===== src/rtl/adder_arbiter.sv =====
// Round-robin arbiter feeding one shared adder with a single-entry, no-bubble output register.
// Optional signed-overflow flag output o_ovf is enabled by defining ADDER_ARBITER_OVF_EN.
module adder_arbiter #(
  parameter int unsigned NB_ADDER = 32,
  parameter int unsigned N_REQ    = 4
) (
  input  logic                         i_clk,
  input  logic                         i_rst_n,
  input  logic [N_REQ-1:0]             i_req_valid,
  output logic [N_REQ-1:0]             o_req_ready,
  input  logic [N_REQ*NB_ADDER-1:0]    i_req_a,
  input  logic [N_REQ*NB_ADDER-1:0]    i_req_b,
  output logic [NB_ADDER-1:0]          o_sum,
  output logic [$clog2(N_REQ)-1:0]     o_sum_id,
  output logic                         o_sum_valid,
  input  logic                         i_sum_ready
`ifdef ADDER_ARBITER_OVF_EN
  ,
  output logic                         o_ovf
`endif
);

  localparam int unsigned ID_W = $clog2(N_REQ);

  typedef enum logic {
    EMPTY = 1'b0,
    FULL  = 1'b1
  } state_t;

  state_t              state_q, state_d;
  logic [ID_W-1:0]     rr_ptr_q;
  logic                can_accept_c;
  logic [N_REQ-1:0]    grant_c;
  logic [ID_W-1:0]     grant_id_c;
  logic                xfer_c;
  int unsigned         idx;
  logic [NB_ADDER-1:0] opa_c, opb_c, sum_c;

  // A new operand pair can enter when the register is empty or drains this cycle.
  assign can_accept_c = i_rst_n && ((state_q == EMPTY) || i_sum_ready);

  // Round-robin search starting at rr_ptr_q, wrapping to 0.
  always_comb begin
    grant_c    = '0;
    grant_id_c = '0;
    xfer_c     = 1'b0;
    idx        = 0;
    for (int unsigned i = 0; i < N_REQ; i++) begin
      idx = 32'(rr_ptr_q) + i;
      if (idx >= N_REQ) idx = idx - N_REQ;
      if (!xfer_c && can_accept_c && i_req_valid[ID_W'(idx)]) begin
        grant_c[ID_W'(idx)] = 1'b1;
        grant_id_c          = ID_W'(idx);
        xfer_c              = 1'b1;
      end
    end
  end

  assign o_req_ready = grant_c;

  // Operand mux ahead of the single shared adder.
  always_comb begin
    opa_c = '0;
    opb_c = '0;
    for (int unsigned k = 0; k < N_REQ; k++) begin
      if (grant_c[k]) begin
        opa_c = i_req_a[k*NB_ADDER +: NB_ADDER];
        opb_c = i_req_b[k*NB_ADDER +: NB_ADDER];
      end
    end
  end

  assign sum_c = opa_c + opb_c;

  always_ff @(posedge i_clk or negedge i_rst_n) begin
    if (!i_rst_n) state_q <= EMPTY;
    else          state_q <= state_d;
  end

  always_comb begin
    state_d = state_q;
    case (state_q)
      EMPTY:   if (xfer_c) state_d = FULL;
      FULL:    if (i_sum_ready && !xfer_c) state_d = EMPTY;
      default: state_d = EMPTY;
    endcase
  end

  assign o_sum_valid = (state_q == FULL);

  // Result payload and round-robin pointer load only on a transfer.
  always_ff @(posedge i_clk or negedge i_rst_n) begin
    if (!i_rst_n) begin
      rr_ptr_q <= '0;
      o_sum    <= '0;
      o_sum_id <= '0;
    end else if (xfer_c) begin
      rr_ptr_q <= (grant_id_c == ID_W'(N_REQ - 1)) ? '0 : grant_id_c + ID_W'(1);
      o_sum    <= sum_c;
      o_sum_id <= grant_id_c;
    end
  end

`ifdef ADDER_ARBITER_OVF_EN
  // Signed overflow: operands agree in sign, sum does not.
  always_ff @(posedge i_clk or negedge i_rst_n) begin
    if (!i_rst_n)    o_ovf <= 1'b0;
    else if (xfer_c) o_ovf <= (opa_c[NB_ADDER-1] == opb_c[NB_ADDER-1]) &&
                              (sum_c[NB_ADDER-1] != opa_c[NB_ADDER-1]);
  end
`endif

endmodule

===== config.mk =====
export PLATFORM = sky130hd
export DESIGN_NAME = adder_arbiter
export DESIGN_NICKNAME = d
export VERILOG_FILES = /design/src/rtl/adder_arbiter.sv
export SDC_FILE = /design/constraint.sdc
export NUM_CORES = 1
export LEC_CHECK = 0
export ABC_AREA = 1
export BUFFER_PORTS_ARGS = -buffer_cell sky130_fd_sc_hd__buf_2
export CAP_MARGIN = 20
export CORE_MARGIN = 5
export CORE_UTILIZATION = 47
export CTS_CLUSTER_DIAMETER = 100
export CTS_CLUSTER_SIZE = 16
export DETAILED_ROUTE_END_ITERATION = 6
export PLACE_DENSITY = 0.83
export SETUP_SLACK_MARGIN = 0.5
export SLEW_MARGIN = 20
export SYNTH_ARGS = -nofsm -noshare
export SYNTH_HDL_FRONTEND = slang
export SYNTH_SLANG_ARGS = --single-unit

===== constraint.sdc =====
create_clock -name i_clk -period 5.15 [get_ports i_clk]
set_input_delay 0.2575 -clock i_clk [delete_from_list [all_inputs] [get_ports i_clk]]
set_output_delay 0.2575 -clock i_clk [all_outputs]
set_load 0.02 [all_outputs]

==> flow_summary.yaml, run 1 <==
setup_path:
  slowest_stage: "dfrtp_2"
  crit_family: "simple AND/OR/NAND/NOR gates"
  reg2reg_slack_ps: 670
  crit_chain: "inv_4 > ha_1 > inv_1 > nand3_1 > nand2_2 > nand4_2 > nor2_4 > nand2_8 > nand2_8 > buf_4 > buf_4 > a21oi_1 > a211o_1 > nand2_1 > ha_1 > a21oi_1 > o21ai_0 > a21oi_1 > o211ai_1 > a21o_1 > or2_2 > nand3_1 > nand2_1"
  cp-end-kind: "flop"
  critPathMaxStageDelay_ps: 440
  path_buf_inv: 4
  required_ps: 5310
  cp_max_fo: 12
  worstPathArrival_ps: 4640
  worstSetupPathType: "reg -> reg"
  cp-start-kind: "flop"
  critPathMostFrequentCell: "a21oi_1"
cts:
  cts_made_buffers: 5
  cts.clk_slew.worst_paths_ps: 60
  cts_root_buf: "clkbuf_16"
  cts.sinks: 37
  htreeDepth: 2
  cts.path.max_buffers: 2
  ctsHoldBuffers: 0
  clkLatencyLatePin_ps: 280
  cts_tree: "yes"
synthesis:
  syn_inst: 1008
  synth.avg_cell_area_um2: 5.80
  synth-main-ff-cell: "dfrtp_1"
  yosys_warnings: 0
  synthArstFlopShare_pct: 100
  ys_seq_area_share_pct: 15.8
  ys_ff_latch: 37
  synth_area_um2: 5840
  syn-num-nets: 1308
  synth_edf_count: 0
  synth.distinct_cells: 45
sta:
  min_period_ps: 4480
  period_share_pct: 87.0
  fin_setup_tns_ps: 0
  max_slew.worst_pin.slew_ps: 646
  rsz0062_at_grt: "true"
  hold_violations: 0
  fin_worst_skew_ps: 5.24
  fmax_mhz: 223
  finalSetupViolCount: 0
  slew_violations: 0
  max_slew_margin_pct: 56.9
routing:
  vias: 8296
  wirelength_um: 25900
  drc: 0
  drt_iter0_markers: 747
  wire_per_inst_um: 17.8
  drtPass1Iterations: 5
  viasPerCell: 5.69
  antenna_left: 0
grt:
  use_met2_pct: 54.3
  grt_pass1_wl_um: 38200
  grt_use_total_pct: 31.8
  grt_max_degree: 77
  grt_pass1_vias: 7719
  grt-ovfl-total: 0
  grt_use_met3_pct: 5.87
  met1_usage_pct: 38.8
  antenna_found_initial: 0
  grt-busiest-layer: "met2"
finish:
  fin_cells: 1458
  diodes: 0
  area_growth_pct: 34.1
  mostFrequentLayoutCells: "301 x buf_2, 206 x a21oi_1, 186 x nand2_1, 183 x nor2_1, 95 x nand3_1"
  fillers: 1252
  final_nets: 1589
  layout.cells.most_common: "buf_2"
  drive_above_1_share_pct: 29.8
floorplan:
  die_x_um: 122
  die_h_um: 122
  rows: 40
  io_pins: 302
  dieArea_um2: 14800
  core_area_um2: 12100
  start_util_pct: 48.3
placement:
  dp_cells: 1438
  hpwl_um: 19700
  place_congestion: 0.970
  port_buffers: 301
power:
  irDropWorstVdd_mv: 0.436
  p_leak_nw: 4.18
  power_density_nw_per_um2: 805
hold_path:
  hold_path.class: "in -> async"
job:
  maxCapViolCount: 0
outcome:
  status: "finished clean"
[power by group]
| part | switching [mW] | internal (mW) |
|---|---|---|
| Clock | 0.120 | 0.180 |
| Sequential | 0.0806 | 0.453 |
| Combinational | 3.54 | 1.94 |
| Total | 3.74 | 2.57 |
[path summary, 6_finish.rpt]
check,startpoint,end,depth (start not counted)
setup / recovery,flop,o_sum[25],23
hold / removal,i_rst_n,o_sum[20],2
setup reg to reg,flop,o_sum[25],23
hold reg to reg,o_sum[8],o_sum[8],2
max in group asynchronous,i_rst_n,asynchronous set/reset pin,2
min in group i_clk,i_sum_ready,o_sum_valid,2
[layout make-up]
type / instances / area [um^2] / share of cell area (%)
clock buffer: 5 / 125 / 1.60
clock inverter: 3 / 22.5 / 0.287
inverter: 54 / 211 / 2.70
multi-input combinational: 861 / 4490 / 57.2
sequential: 37 / 928 / 11.8
tap: 168 / 210 / 2.68
timing repair buffer: 330 / 1850 / 23.7
[cell usage after synthesis, types with 2 or more instances]
cell type  number  area (um^2)
nand2_4         2         22.5
xnor2_1         8         70.1
buf_4          11         82.6
and3_1          2         12.5
buf_2          16         80.1
a21boi_0        3         22.5
nand3_1        95          475
xor2_1         11         96.3
nand4_1         6         37.5
a211o_1        11         96.3
or2_2           6         37.5
nor2_4          2         22.5
nor2_2          2         12.5
clkbuf_1       21         78.8
nand2_2         6         37.5
a21oi_1       210         1050
inv_2           5         18.8
a21o_1          4         30.0
o21bai_1        3         22.5
buf_6           9          101
o21ai_1         9         45.0
ha_1           36          450
inv_1          48          180
nand2_1       188          706
nor2_1        186          698
o21ai_0        38          190
dfrtp_1        37          926
nor3_1          7         35.0
a31oi_1         7         43.8
o21a_1          3         22.5
a221oi_1        2         17.5
[stage by stage]
step | hold WS [ps] | total power, mW | utilization, % | instance area (um^2) | worst slack, ps
after floorplan | -38.1 | 4.30 | - | 5840 | 1250
after global placement | 352 | 5.66 | 61.4 | 7440 | 293
after detailed placement | 356 | 5.70 | 61.4 | 7440 | 235
after CTS | 51.6 | 6.04 | 62.7 | 7600 | 508
after global routing | 87.4 | 6.90 | 64.7 | 7840 | 444
final | 37.8 | 6.31 | 64.7 | 7840 | 671
[state kept, by name, indices dropped and copies added, names as in the netlist, named ones only]
name / count
o_sum_valid: 1
rr_ptr_q: 1
o_sum_id: 2
o_sum: 32
[cells by family (layout without fill, tap and decap cells)]
logic type,count (synthesis),count (layout),synth area share [%]
adder cells (fa/ha/maj),37,37,8.05
buffers and inverters,112,392,9.42
XOR/XNOR,19,19,2.85
AO/OA/AOI/OAI,295,295,27.0
flip-flops,37,37,15.8
AND/OR/NAND/NOR,508,510,36.8
[timing repair]
action	4_1_cts	5_1_grt
gates resized for setup	3	33
pin swaps	0	5
setup endpoints to repair	8	22
setup buffers	0	8
cloned	0	4
[per-layer routing]
layer	vias up	share of wire, %
li1	3981	-
met1	3710	38
met2	509	47
met3	96	9.9
met4	0	5.1
met5	-	0
Power figures use the tool's default switching activity.
==> run 2, diff against run 1 <==
Settings changed: GPL_TIMING_DRIVEN set to 0.
==> run 2 against run 1 <==
Compared with the run above: the flow now finishes with violations (negative hold slack); maximum frequency is essentially flat; global-route usage grew 1.3 points; wire length grew 0.53%.
==> flow_summary.yaml, run 2 (synthesized netlist as in run 1, its figures left out) <==
cts:
  cts_tree: "yes"
  cts.clk_slew.worst_paths_ps: 60
  cts_made_buffers: 5
  cts.path.max_buffers: 2
  ctsHoldBuffers: 0
  htreeDepth: 2
  cts.sinks: 37
  cts_root_buf: "clkbuf_16"
  clkLatencyLatePin_ps: 290
setup_path:
  cp-end-kind: "flop"
  critPathMostFrequentCell: "o21ai_1"
  path_buf_inv: 5
  cp-start-kind: "flop"
  required_ps: 5300
  cp_max_fo: 10
  worstPathArrival_ps: 4630
  critPathMaxStageDelay_ps: 420
  worstSetupPathType: "reg -> reg"
  slowest_stage: "dfrtp_2"
  crit_family: "compound AO/OA/AOI/OAI gates"
sta:
  fin_worst_skew_ps: 7.48
  rsz0062_at_grt: "true"
  max_slew.worst_pin.slew_ps: 515
  fmax_mhz: 223
  finalSetupViolCount: 0
  fin_setup_tns_ps: 0
  period_share_pct: 87.0
  max_slew_margin_pct: 65.7
  min_period_ps: 4480
  hold_violations: 37
  whs_ps: -30.5
  slew_violations: 0
grt:
  grt_pass1_vias: 7989
  antenna_found_initial: 0
  grt-ovfl-total: 0
  grt_pass1_wl_um: 39300
  grt_max_degree: 39
  grt_use_total_pct: 33.1
finish:
  mostFrequentLayoutCells: "314 x buf_2, 206 x a21oi_1, 187 x nand2_1, 184 x nor2_1, 95 x nand3_1"
  largest_reg_flops: 32
  area_growth_pct: 34.7
  reg_top3: "o_sum (32), o_sum_id (2)"
  fillers: 1203
  multiInputGateArea_um2: 4420
  drive_above_1_share_pct: 30.1
  final_nets: 1621
  layout.cells.most_common: "buf_2"
  ff_latch_area_um2: 928
  largest-register: "o_sum"
  diodes: 0
routing:
  vias: 8410
  drc: 0
  viasPerCell: 5.64
  wire_per_inst_um: 17.5
  antenna_left: 0
  wirelength_um: 26000
  drtPass1Iterations: 5
  drt_iter0_markers: 950
power:
  power_density_nw_per_um2: 819
  p_leak_nw: 4.24
  irDropWorstVdd_mv: 0.403
floorplan:
  die_x_um: 122
  io_pins: 302
  die_h_um: 122
  core_area_um2: 12100
  rows: 40
  dieArea_um2: 14800
  start_util_pct: 48.3
outcome:
  status: "finished, violations left"
  violations: "negative hold slack"
placement:
  port_buffers: 301
  place_congestion: 0.959
  hpwl_um: 20900
hold_path:
  hold_path.class: "in -> async"
job:
  maxCapViolCount: 0
[run 2: path summary, 6_finish.rpt]
check,endpoint,slack [ps],cells after the start
min reg2reg,o_sum[1],470,2
max,o_sum[22],670,26
min in group i_clk,o_sum_valid,180,2
min,o_sum_valid,-30,1
max in group asynchronous,asynchronous set/reset pin,4810,1
max reg2reg,o_sum[22],670,26
[run 2: final cells by class]
class | instances | share of cell area, %
multi-input combinational | 859 | 56.1
timing repair buffer | 306 | 19.6
sequential | 37 | 11.8
buffer | 58 | 4.61
inverter | 54 | 2.70
tap | 168 | 2.67
clock buffer | 5 | 1.59
clock inverter | 3 | 0.874
[run 2: metrics by stage]
| stage | setup slack, ps | util, % | total power, mW | area (um^2) | instances |
|---|---|---|---|---|---|
| after global placement | 225 | 62.4 | 5.74 | 7560 | 1477 |
| final | 671 | 65.0 | 6.44 | 7870 | 1490 |
| after floorplan | 1250 | - | 4.30 | 5840 | 1008 |
| after CTS | 536 | 64.4 | 6.28 | 7790 | 1488 |
| after detailed placement | 121 | 62.4 | 5.78 | 7560 | 1477 |
| after global routing | 372 | 65.0 | 7.05 | 7870 | 1490 |
[run 2: where the power goes]
| part | switching, mW | internal (mW) | total (mW) |
|---|---|---|---|
| sequential | 0.0773 | 0.453 | 0.530 |
| combinational | 3.57 | 1.94 | 5.51 |
| clock | 0.124 | 0.279 | 0.404 |
| total | 3.78 | 2.67 | 6.44 |
[run 2: timing repair]
item | CTS | global route
setup buffers | 3 | 2
endpoints found under the hold margin | 0 | 0
cloned | 0 | 0
gates resized for setup | 10 | 29
setup endpoints to repair | 11 | 23
pin swaps | 1 | 1
[run 2: layer usage]
| metal | up-vias | GRT usage, % | wire (um) |
|---|---|---|---|
| met2 | 532 | 57.8 | 12100 |
| li1 | 4052 | - | - |
| met4 | 0 | 12.3 | 1100 |
| met1 | 3742 | 41.2 | 10100 |
| met3 | 84 | 5.08 | 2760 |
| met5 | - | 0 | 0 |
==> run 3, diff against run 2 <==
Settings changed: CTS_BUF_LIST set to sky130_fd_sc_hd__clkbuf_8 sky130_fd_sc_hd__clkbuf_16.
Clock period 5.15 ns to 5.01 ns, I/O delays scaled along.
==> run 3 against run 2 <==
Compared with the run above: the flow still finishes with violations (negative hold slack); cell count rose by 0.34%; utilization rose by 2.4 points; count of clock-buffer cells in the layout did not move; first-iteration DRC count rose by 4.4%; final area rose by 3.8%; hold slack got worse by 10 ps; clock skew fell by 1.6 ps; die area did not move; worst setup slack improved by 31 ps; non-clock buffer count rose by 4; critical path type unchanged; critical endpoint is now o_sum[25]; largest cell class unchanged.
==> flow_summary.yaml, run 3 (synthesized netlist as in run 1, its figures left out) <==
outcome:
  status: "finished, violations left"
  violations: "negative hold slack"
sta:
  min_period_ps: 4310
  whs_ps: -40.7
  max_slew_margin_pct: 66.0
  fin_setup_tns_ps: 0
  max_slew.worst_pin.slew_ps: 509
  fin_ws_ps: 702
  finalSetupViolCount: 0
  fin_worst_skew_ps: 5.88
  slew_violations: 0
  hold_violations: 37
  period_share_pct: 86.0
  fmax_mhz: 232
  rsz0062_at_grt: "false"
floorplan:
  io_pins: 302
  die_x_um: 122
  die_h_um: 122
  rows: 40
  start_util_pct: 48.3
  dieArea_um2: 14800
  core_area_um2: 12100
job:
  maxCapViolCount: 0
finish:
  reg_top3: "o_sum (32), o_sum_id (2)"
  largest-register: "o_sum"
  fin_cells: 1495
  area_growth_pct: 39.7
  final_nets: 1626
  largest_reg_flops: 32
  diodes: 0
  layout.cells.most_common: "buf_2"
  drive_above_1_share_pct: 33.8
  mostFrequentLayoutCells: "306 x buf_2, 191 x a21oi_1, 185 x nand2_1, 177 x nor2_1, 94 x nand3_1"
placement:
  port_buffers: 301
  dp_slack_ps: -11.9
  hpwl_um: 20900
  dp_cells: 1477
  place_congestion: 0.959
setup_path:
  cp_max_fo: 10
  required_ps: 5180
  critPathMostFrequentCell: "a21oi_1"
  cp-start-kind: "flop"
  worstSetupPathType: "reg -> reg"
  slowest_stage: "dfrtp_2"
  path_buf_inv: 5
  crit_family: "simple AND/OR/NAND/NOR gates"
  cp-end-kind: "flop"
  worstPathArrival_ps: 4470
  critPathMaxStageDelay_ps: 430
cts:
  clkLatencyLatePin_ps: 280
  cts.path.max_buffers: 2
  cts_root_buf: "clkbuf_16"
  htreeDepth: 2
  cts_tree: "yes"
  ctsHoldBuffers: 0
  cts_made_buffers: 5
  cts.sinks: 37
  cts.clk_slew.worst_paths_ps: 60
power:
  power_density_nw_per_um2: 855
  power_mw: 6.98
  p_leak_nw: 4.28
  irDropWorstVdd_mv: 0.440
grt:
  antenna_found_initial: 0
  grt_use_total_pct: 33.3
  grt_pass1_wl_um: 39500
  grt_pass1_vias: 8010
  grt-ovfl-total: 0
  grt_max_degree: 39
routing:
  wirelength_um: 26500
  drtPass1Iterations: 5
  vias: 8511
  drt_iter0_markers: 992
  drc: 0
  wire_per_inst_um: 17.7
  antenna_left: 0
  viasPerCell: 5.69
hold_path:
  hold_path.class: "in -> async"
[run 3: changes by cell type in the layout (fill, tap and decap cells not counted), moves of 5 or more]
cell	change
nor2_1	-7
buf_4	+5
buf_2	-8
a21oi_2	+15
ha_1	-8
clkbuf_1	-5
a21oi_1	-15
nor2_2	+7
clkbuf_4	+6
clkbuf_2	+5
[run 3: per-layer routing]
layer / track usage (%) / wire length [um] / up-vias
li1: - / - / 4064
met1: 41.4 / 10200 / 3848
met2: 58.3 / 12500 / 520
met3: 5.08 / 2730 / 79
met4: 11.8 / 1060 / 0
met5: 0 / 0 / -
[run 3: power by group]
part           leakage (nW)  switching, mW  internal [mW]
registers             0.463         0.0775          0.466
logic                  3.72           3.84           2.19
clock network        0.0944          0.126          0.287
[run 3: cell type report]
cell class	count	area, um^2
timing repair inverter	1	5.00
fill	1170	3950
multi-input combinational	859	4620
sequential	37	928
clock inverter	3	68.8
clock buffer	5	125
inverter	54	215
buffer	58	422
tap	168	210
timing repair buffer	310	1580
[run 3: stage by stage]
step | util [%] | instance area [um^2]
final | 67.4 | 8170
after global routing | 67.4 | 8170
after CTS | 64.6 | 7820
after detailed placement | 62.4 | 7560
after global placement | 62.4 | 7560
after floorplan | - | 5840
[run 3: path summary, 6_finish.rpt]
kind	start	end	slack [ps]	cells past startpoint
min in group i_clk	i_sum_ready	o_sum_valid	170	2
setup reg to reg	flop	o_sum[25]	700	26
setup / recovery	flop	o_sum[25]	700	26
hold / removal	i_rst_n	o_sum_valid	-40	1
max in group asynchronous	i_rst_n	asynchronous set/reset pin	4670	1
hold reg to reg	o_sum[1]	o_sum[1]	470	2
[run 3: repair_timing]
action	4_1_cts	5_1_grt
setup buffers	5	4
gates resized for setup	14	104
gates cloned	0	1
endpoints found under the setup margin	20	23
pin swaps	1	12
[run 3: worst reg2reg max path, delay by kind of cell, from the launching register on]
family,cells,cell delay [ps]
DFF,1,430
AOI/OAI and AO/OA,7,1030
and+or+nand+nor,12,1580
buffers and inverters,5,630
adders and majority gates,2,540
